File: src/rtl/lcd_refresh_scheduler.sv
// Frame sequencer for a 16x2 character LCD: boot init, then redraws on line-buffer change or refresh.
// Optional LCD_LINE_SKIP_EN: update frames redraw only the line(s) that changed.
module lcd_refresh_scheduler #(
  parameter int DLY_CYCLES = 262142
) (
  input  logic         iCLK,
  input  logic         rst,
  input  logic [143:0] iLine1,
  input  logic [143:0] iLine2,
  input  logic         iRefresh,
  output logic [7:0]   oByte,
  output logic         oRS,
  output logic         oStart,
  input  logic         iDone,
  output logic         oBusy,
  output logic         oFrameDone
);

  typedef enum logic [2:0] {BOOT, IDLE, ISSUE, ARM, WAIT, GAP, ADV} state_t;

  localparam logic [17:0] GAP_LAST  = (DLY_CYCLES <= 1) ? 18'd0 : 18'(DLY_CYCLES - 1);
  localparam logic [5:0]  IDX_L1    = 6'd4;
  localparam logic [5:0]  IDX_L1END = 6'd20;
  localparam logic [5:0]  IDX_L2    = 6'd21;
  localparam logic [5:0]  IDX_END   = 6'd37;

  state_t        state_q, state_d;
  logic [5:0]    idx_q, idx_d, last_q, last_d;
  logic [143:0]  sh1_q, sh1_d, sh2_q, sh2_d;
  logic          pend_q, pend_d;
  logic [17:0]   gap_q, gap_d;
  logic [7:0]    byte_q, byte_d;
  logic          rs_q, rs_d, start_q, start_d, busy_q, busy_d, fdone_q, fdone_d;

  logic [8:0]    l1 [16];
  logic [8:0]    l2 [16];
  logic [8:0]    entry;
  logic          d1, d2, refresh, trig;

  for (genvar g = 0; g < 16; g++) begin : g_unpack
    assign l1[g] = sh1_q[143-9*g -: 9];
    assign l2[g] = sh2_q[143-9*g -: 9];
  end

  always_comb begin
    entry = 9'h000;
    if (idx_q <= IDX_L1) begin
      case (idx_q)
        6'd0:    entry = 9'h038;
        6'd1:    entry = 9'h00C;
        6'd2:    entry = 9'h001;
        6'd3:    entry = 9'h006;
        default: entry = 9'h080;
      endcase
    end else if (idx_q <= IDX_L1END) begin
      entry = l1[4'(idx_q - 6'd5)];
    end else if (idx_q == IDX_L2) begin
      entry = 9'h0C0;
    end else begin
      entry = l2[4'(idx_q - 6'd22)];
    end
  end

  assign d1      = (iLine1 != sh1_q);
  assign d2      = (iLine2 != sh2_q);
  assign refresh = pend_q | iRefresh;
  assign trig    = d1 | d2 | refresh;

  always_comb begin
    state_d = state_q;
    idx_d   = idx_q;
    last_d  = last_q;
    sh1_d   = sh1_q;
    sh2_d   = sh2_q;
    pend_d  = pend_q | iRefresh;
    gap_d   = gap_q;
    byte_d  = byte_q;
    rs_d    = rs_q;
    start_d = start_q;
    fdone_d = 1'b0;
    case (state_q)
      BOOT: begin
        sh1_d   = iLine1;
        sh2_d   = iLine2;
        idx_d   = 6'd0;
        last_d  = IDX_END;
        pend_d  = 1'b0;
        state_d = ISSUE;
      end
      IDLE: begin
        if (trig) begin
          pend_d  = 1'b0;
          state_d = ISSUE;
`ifdef LCD_LINE_SKIP_EN
          if (refresh || (d1 && d2)) begin
            idx_d  = IDX_L1;
            last_d = IDX_END;
            sh1_d  = iLine1;
            sh2_d  = iLine2;
          end else if (d1) begin
            idx_d  = IDX_L1;
            last_d = IDX_L1END;
            sh1_d  = iLine1;
          end else begin
            idx_d  = IDX_L2;
            last_d = IDX_END;
            sh2_d  = iLine2;
          end
`else
          idx_d  = IDX_L1;
          last_d = IDX_END;
          sh1_d  = iLine1;
          sh2_d  = iLine2;
`endif
        end
      end
      ISSUE: begin
        byte_d  = entry[7:0];
        rs_d    = entry[8];
        start_d = 1'b1;
        state_d = ARM;
      end
      // iDone may still be high from the previous byte; wait for the writer to take this one
      ARM: if (!iDone) state_d = WAIT;
      WAIT: begin
        if (iDone) begin
          start_d = 1'b0;
          gap_d   = '0;
          state_d = GAP;
        end
      end
      GAP: begin
        if (gap_q >= GAP_LAST) state_d = ADV;
        else                   gap_d   = gap_q + 18'd1;
      end
      ADV: begin
        if (idx_q == last_q) begin
          fdone_d = 1'b1;
          state_d = IDLE;
        end else begin
          idx_d   = idx_q + 6'd1;
          state_d = ISSUE;
        end
      end
      default: state_d = BOOT;
    endcase
    busy_d = (state_d != IDLE);
  end

  always_ff @(posedge iCLK) begin
    if (rst) begin
      state_q <= BOOT;
      idx_q   <= '0;
      last_q  <= '0;
      sh1_q   <= '0;
      sh2_q   <= '0;
      pend_q  <= 1'b0;
      gap_q   <= '0;
      byte_q  <= '0;
      rs_q    <= 1'b0;
      start_q <= 1'b0;
      busy_q  <= 1'b0;
      fdone_q <= 1'b0;
    end else begin
      state_q <= state_d;
      idx_q   <= idx_d;
      last_q  <= last_d;
      sh1_q   <= sh1_d;
      sh2_q   <= sh2_d;
      pend_q  <= pend_d;
      gap_q   <= gap_d;
      byte_q  <= byte_d;
      rs_q    <= rs_d;
      start_q <= start_d;
      busy_q  <= busy_d;
      fdone_q <= fdone_d;
    end
  end

  assign oByte      = byte_q;
  assign oRS        = rs_q;
  assign oStart     = start_q;
  assign oBusy      = busy_q;
  assign oFrameDone = fdone_q;

endmodule

File: config.mk
export PLATFORM = sky130hd
export DESIGN_NAME = lcd_refresh_scheduler
export DESIGN_NICKNAME = d
export VERILOG_FILES = /design/src/rtl/lcd_refresh_scheduler.sv
export SDC_FILE = /design/constraint.sdc
export NUM_CORES = 1
export LEC_CHECK = 0
export CELL_PAD_IN_SITES_DETAIL_PLACEMENT = 1
export CELL_PAD_IN_SITES_GLOBAL_PLACEMENT = 1
export CORE_MARGIN = 3
export CORE_UTILIZATION = 43
export DETAILED_ROUTE_END_ITERATION = 16
export PLACE_DENSITY = 0.87
export REMOVE_ABC_BUFFERS = 1
export SYNTH_ARGS = -nofsm -noshare
export SYNTH_HDL_FRONTEND = slang
export SYNTH_SLANG_ARGS = --single-unit
File: constraint.sdc
create_clock -name iCLK -period 5.4 [get_ports iCLK]
set_input_delay 0.81 -clock iCLK [delete_from_list [all_inputs] [get_ports iCLK]]
set_output_delay 0.81 -clock iCLK [all_outputs]
set_load 0.01 [all_outputs]
==> results of run 1 <==
layout by cell type, fill, tap and decap left out, types with 5 or more instances in the layout:
master	n
nand4_1	36
o2111ai_1	13
a2111oi_0	20
inv_1	60
or3_1	6
mux4_2	84
nand2_1	32
o21ai_0	13
ha_1	10
nand3_1	10
dfxtp_1	327
a221oi_1	5
nor2b_1	88
or4_1	6
nor4_1	45
clkbuf_16	41
and3_1	6
o22ai_1	18
xnor2_1	68
a21oi_1	23
nand2b_1	618
diode_2	9
clkdlybuf4s50_1	302
and4_1	6
mux2i_1	296
clkbuf_1	8
nor3_1	16
buf_4	22
clkinv_2	7
nor2_1	30
a2111o_1	7
clkbuf_8	12
xor2_1	129
flip-flops by register name, indices dropped and copies added, names as in the netlist:
register / flops
l1: 144
l2: 144
gap_q: 18
oByte: 8
idx_q: 6
state_q: 3
last_q: 1
oBusy: 1
oFrameDone: 1
oRS: 1
oStart: 1
pend_q: 1
routing by layer:
layer  vias up  track usage
met5         -            0
met4         6       0.1746
met3       246      0.06356
met2       861       0.5256
met1      8957       0.3937
li1       7929            -
path summary, 6_finish.rpt:
check | to | cells past startpoint | slack (ns) | start
worst min register to register | oByte[3] | 2 | 0.47 | oByte[3]
worst max-delay path | oByte[3] | 8 | 1.46 | idx_q[0]
worst min-delay path | oByte[3] | 2 | 0.47 | oByte[3]
worst max register to register | oByte[3] | 8 | 1.46 | idx_q[0]
metrics by stage:
step / setup TNS [ns] / utilization / cell area (um2) / instances / power (mW)
detailed placement: 0 / 0.5061 / 24170 / 2969 / 4.310
floorplan: -5122.81 / - / 20100 / 2026 / 4.020
global route: 0 / 0.5346 / 25530 / 3049 / 7.320
finish: 0 / 0.5348 / 25530 / 3052 / 7.111
global placement: 0 / 0.5061 / 24170 / 2969 / 4.243
CTS: 0 / 0.5342 / 25510 / 3042 / 7.094
where the power goes:
part,switching [mW],internal (mW)
registers,0.253,2.62
clock network,1.13,1.66
logic,0.725,0.722
total,2.11,5.00
layout make-up:
class,instances,area (um2),area share
diodes,9,22.52,0.0008820
clock buffers,61,1221,0.04782
clock inverters,12,120.1,0.004704
inverters,66,247.7,0.009702
multi-input cells,1631,13290,0.5206
flip-flops and latches,329,6591,0.2581
well taps,615,769.5,0.03014
repair buffers,329,3268,0.1280
cells by family after synthesis:
group           synth area share
flops                     0.3162
buf+inv                  0.04692
xor+xnor                 0.08404
compound gates           0.04704
simple gates              0.2645
mux                       0.2353
fa+ha+maj               0.006007
worst register-to-register path: stages (launching register included):
cell	delay (ns)
dfxtp_4	0.72
inv_1	0.20
ha_1	1.02
mux4_2	0.51
mux4_2	0.56
a221oi_1	0.48
a21oi_1	0.11
nand2_1	0.11
a21oi_1	0.06
==> flow_summary.ini, run 1 <==
[status]
status = complete, no violations

[clock_network]
path_clk_slew_ns = 0.06
cts_resized = 0
cts_max_path_buffers = 3
ctsHoldBuffers = 0
cts_root_buf = clkbuf_16
htree_levels = 2
cts.sinks = 329
worstSkewPairLatency_ns = 0.57
post_cts_buffers = 0
cts_made_buffers = 40
cts_tree = yes

[setup_path]
crit_path_cell_trace = inv_1 > ha_1 > mux4_2 > mux4_2 > a221oi_1 > a21oi_1 > nand2_1 > a21oi_1
worst-path-buf-inv = 1
slowest_stage = ha_1
crit_type = register to register
worstPathArrival_ns = 4.34
cp_top_family = multiplexers
endpoint_kind = register
required_ns = 5.80
crit_fanout = 34
crit_path_max_incr_delay_ns = 1.02
cp-start-kind = register

[yosys]
synth_seq_cells = 329
avgSynthCellArea_um2 = 9.651
netlist_area_mm2 = 0.02083
yosys_warnings = 0
synth_cell_types = 60
synth-edff-count = 0
synth_top_area_frac = 0.3162
synthCells = 2158
synthArstFlopShare = 0
yosysTopAreaCell = dfxtp_1
synth_area_leaders = dfxtp_1, nand2b_1, mux2i_1
synth_top_cells_by_count = nand2b_1, dfxtp_1, mux2i_1, xor2_1, nor2b_1
yosysSeqAreaShare = 0.3162
synth_ff_type = dfxtp_1
synth.most_common_cell = nand2b_1

[global_route]
grt_max_degree = 217
antenna_found_initial = 12
gr-total-overflow = 0
grt_usage = 0.3192
grt_pass1_vias = 19026
grt_pass1_wl_um = 121500

[die]
core_mm2 = 0.04775
dieArea_mm2 = 0.05111
core.rowCount = 80
start_util = 0.4362
die_w_um = 226.1
ioPinCount = 304
die_y_um = 226.1

[timing]
tightest_slew_ns = 1.091
relSlewSlack = 0.2535
setup_violations = 0
rsz0062_at_grt = false
fmaxAchievable_ghz = 0.2538
setup_ws_ns = 1.461
hold_viol = 0
finalMaxSlewViolations = 0
fin_crit_ns = 3.939
fin_worst_skew_ns = 0.03387
hold_ws_ns = 0.4654
post-route-period-util = 0.7295

[placed_design]
globalplace.congestion = 0.9869
place_worst_setup_slack_ns = 0.8163
port_buffers = 303
hpwl_um = 63610

[power]
power_density_mw_per_mm2 = 278.5
max-vdd-ir-drop_uv = 217.3
power_leakage_nw = 10.14

[drt]
wl_met1_um = 32160
wl_per_cell_um = 27.24
drcViolationCount = 0
drt-vias-per-instance = 5.897
drt-initial-drc-count = 1821
dr.pass1.iters = 5
drt-total-wl_um = 83120
num_vias = 17999
routed.top_layer = met5
wl_met3_um = 6845
antenna_left = 0
wl_met2_um = 38820

[min_path]
min_path_type = register to register

[cells_and_area]
fillCellCount = 5274
area_growth_pct = 22.60
layout-drive-gt1-share = 0.07908
finalNetCount = 2699

[flow_run]
cap_violations = 0
Note: power is estimated with default switching activity, not from simulation.
==> inputs of run 2 (changes only) <==
CORE_UTILIZATION = 39   (was 43)
PLACE_DENSITY = 0.83   (was 0.87)
clock period = 3.5 ns   (was 5.4 ns; I/O delays follow)
==> run 2 against run 1 <==
Combinational power up 61%. Critical path depth is 4 higher. Wire length rose by 3.9%. Sequential cell count unchanged. Sequential share of layout area is 0.84 points lower. Critical endpoint is now l1[41]. Cell area increased by 3.4%.
==> flow_summary.ini, run 2 (same netlist as run 1, synthesis figures left out) <==
[status]
status = complete, no violations

[cells_and_area]
final_common_cell = nand2b_1
area_growth_pct = 26.75
multi_input_area_mm2 = 0.01328
finalNetCount = 2775
final_cells = 3194
register_area_mm2 = 0.006591
layout-drive-gt1-share = 0.1089
fillCellCount = 5798
layout_common_cells = nand2b_1, dfxtp_1, clkdlybuf4s50_1
n_antenna_cell = 0

[placed_design]
port_buffers = 303
hpwl_um = 68080
globalplace.congestion = 1.020
dp.cells = 3117

[setup_path]
crit_start = iLine2[95]
endpoint_kind = register
cp.depth = 12
rrSetupSlack_ns = 0.28
slowest_stage = a2111oi_0
worstPathArrival_ns = 3.79
cp-start-kind = primary input
crit_path_max_incr_delay_ns = 0.61
required_ns = 3.98
cp_common_cell = buf_4
reg2regPathDepth = 9
crit_type = primary input to register
worst-path-buf-inv = 5
r2r-start = idx_q[0]
crit_path_cell_trace = clkdlybuf4s50_1 > nor2b_1 > buf_4 > a2111oi_0 > buf_4 > nand4_1 > nor4_1 > buf_4 > and4_1 > a21oi_4 > buf_12 > mux2i_1
timing.rr.end = oByte[3]
cp_top_family = buffers and inverters
crit_end = l1[41]
crit_fanout = 47

[drt]
num_vias = 18032
drt-vias-per-instance = 5.646
antenna_left = 0
drcViolationCount = 0
wl_per_cell_um = 27.05
dr.pass1.iters = 5
drt-total-wl_um = 86390
drt-initial-drc-count = 1554

[power]
p_int_mw = 8.012
power_leakage_nw = 10.61
power_density_mw_per_mm2 = 431.9
power.share.sequential = 0.389
max-vdd-ir-drop_uv = 332.4
pwr-share-comb = 0.205
total_power_mw = 11.40
clock_power_share = 0.405
switchingPower_mw = 3.388
p_sw_frac = 0.2972

[die]
die_w_um = 237.1
start_util = 0.3955
core.rowCount = 84
core_mm2 = 0.05266
die_y_um = 237.1
dieArea_mm2 = 0.05621
ioPinCount = 304

[clock_network]
htree_levels = 2
path_clk_slew_ns = 0.06
cts_max_path_buffers = 3
cts_tree = yes
cts_root_buf = clkbuf_16
cts_made_buffers = 42
ctsHoldBuffers = 0
post_cts_buffers = 0
cts.sinks = 329
cts_resized = 0
worstSkewPairLatency_ns = 0.59

[timing]
fin_worst_skew_ns = 0.02977
tightest_slew_ns = 1.177
hold_viol = 0
fin_crit_ns = 3.310
rsz0062_at_grt = false
post-route-period-util = 0.9456
setup_violations = 0
finalMaxSlewViolations = 0
fmaxAchievable_ghz = 0.3022
relSlewSlack = 0.2090

[global_route]
grt_pass1_vias = 18873
grt_usage = 0.2993
grt_pass1_wl_um = 124800
antenna_found_initial = 2
gr-total-overflow = 0
grt_max_degree = 136

[min_path]
min_path_type = register to register

[flow_run]
cap_violations = 0
==> run 2: cell type report <==
cell class | count | share of cell area
clock inverters | 19 | 0.008769
inverters | 66 | 0.009385
flip-flops and latches | 329 | 0.2497
well taps | 688 | 0.03261
clock buffers | 58 | 0.04669
repair buffers | 403 | 0.1497
multi-input cells | 1631 | 0.5032
==> run 2: worst min path at each step <==
| stage | startpoint | end | slack, ns | cells after the start |
|---|---|---|---|---|
| after floorplan | gap_q[14] | gap_q[14] | 0.45 | 2 |
| after global placement | oRS | oRS | 0.44 | 2 |
| after detailed placement | oRS | oRS | 0.45 | 2 |
| after CTS | oRS | oRS | 0.46 | 2 |
| after global routing | oRS | oRS | 0.48 | 2 |
| final | oRS | oRS | 0.45 | 2 |
==> run 2: metrics by stage <==
step | cell area (um2) | TNS [ns] | utilization | hold slack [ns] | setup slack, ns
after global placement | 24930 | -67.13 | 0.4735 | 0.4431 | -0.2782
after detailed placement | 24930 | -68.25 | 0.4735 | 0.4481 | -0.2979
final | 26400 | 0 | 0.5013 | 0.4542 | 0.1904
after global routing | 26400 | 0 | 0.5013 | 0.4800 | 0.02612
after CTS | 26400 | 0 | 0.5013 | 0.4557 | 0.2550
after floorplan | 20100 | -5616.23 | - | 0.4540 | -19.06
==> run 2: worst register-to-register path: cells and delay by family (launching register included) <==
kind / cells / cell delay, ns
and+or+nand+nor: 1 / 0.11
buffers and inverters: 2 / 0.50
AOI/OAI and AO/OA: 3 / 0.71
DFF: 1 / 0.36
muxes: 2 / 1.02
adders and majority gates: 1 / 0.40
==> run 2: routing by layer <==
layer | vias to the layer above | GRT usage | part of all wire
li1 | 8077 | - | -
met1 | 9111 | 0.3834 | 0.41
met2 | 678 | 0.4961 | 0.47
met3 | 164 | 0.04880 | 0.073
met4 | 2 | 0.1334 | 0.048
met5 | - | 0 | 0.00015
==> run 2: power groups by stage <==
stage / combinational (mW) / sequential (mW) / clock, mW
4_1_cts: 2.32 / 4.43 / 4.67
5_1_grt: 2.46 / 4.46 / 4.83
3_5_place_dp: 2.29 / 4.50 / 0
3_3_place_gp: 2.22 / 4.48 / 0
6_report: 2.34 / 4.44 / 4.62
2_1_floorplan: 1.86 / 4.34 / 0
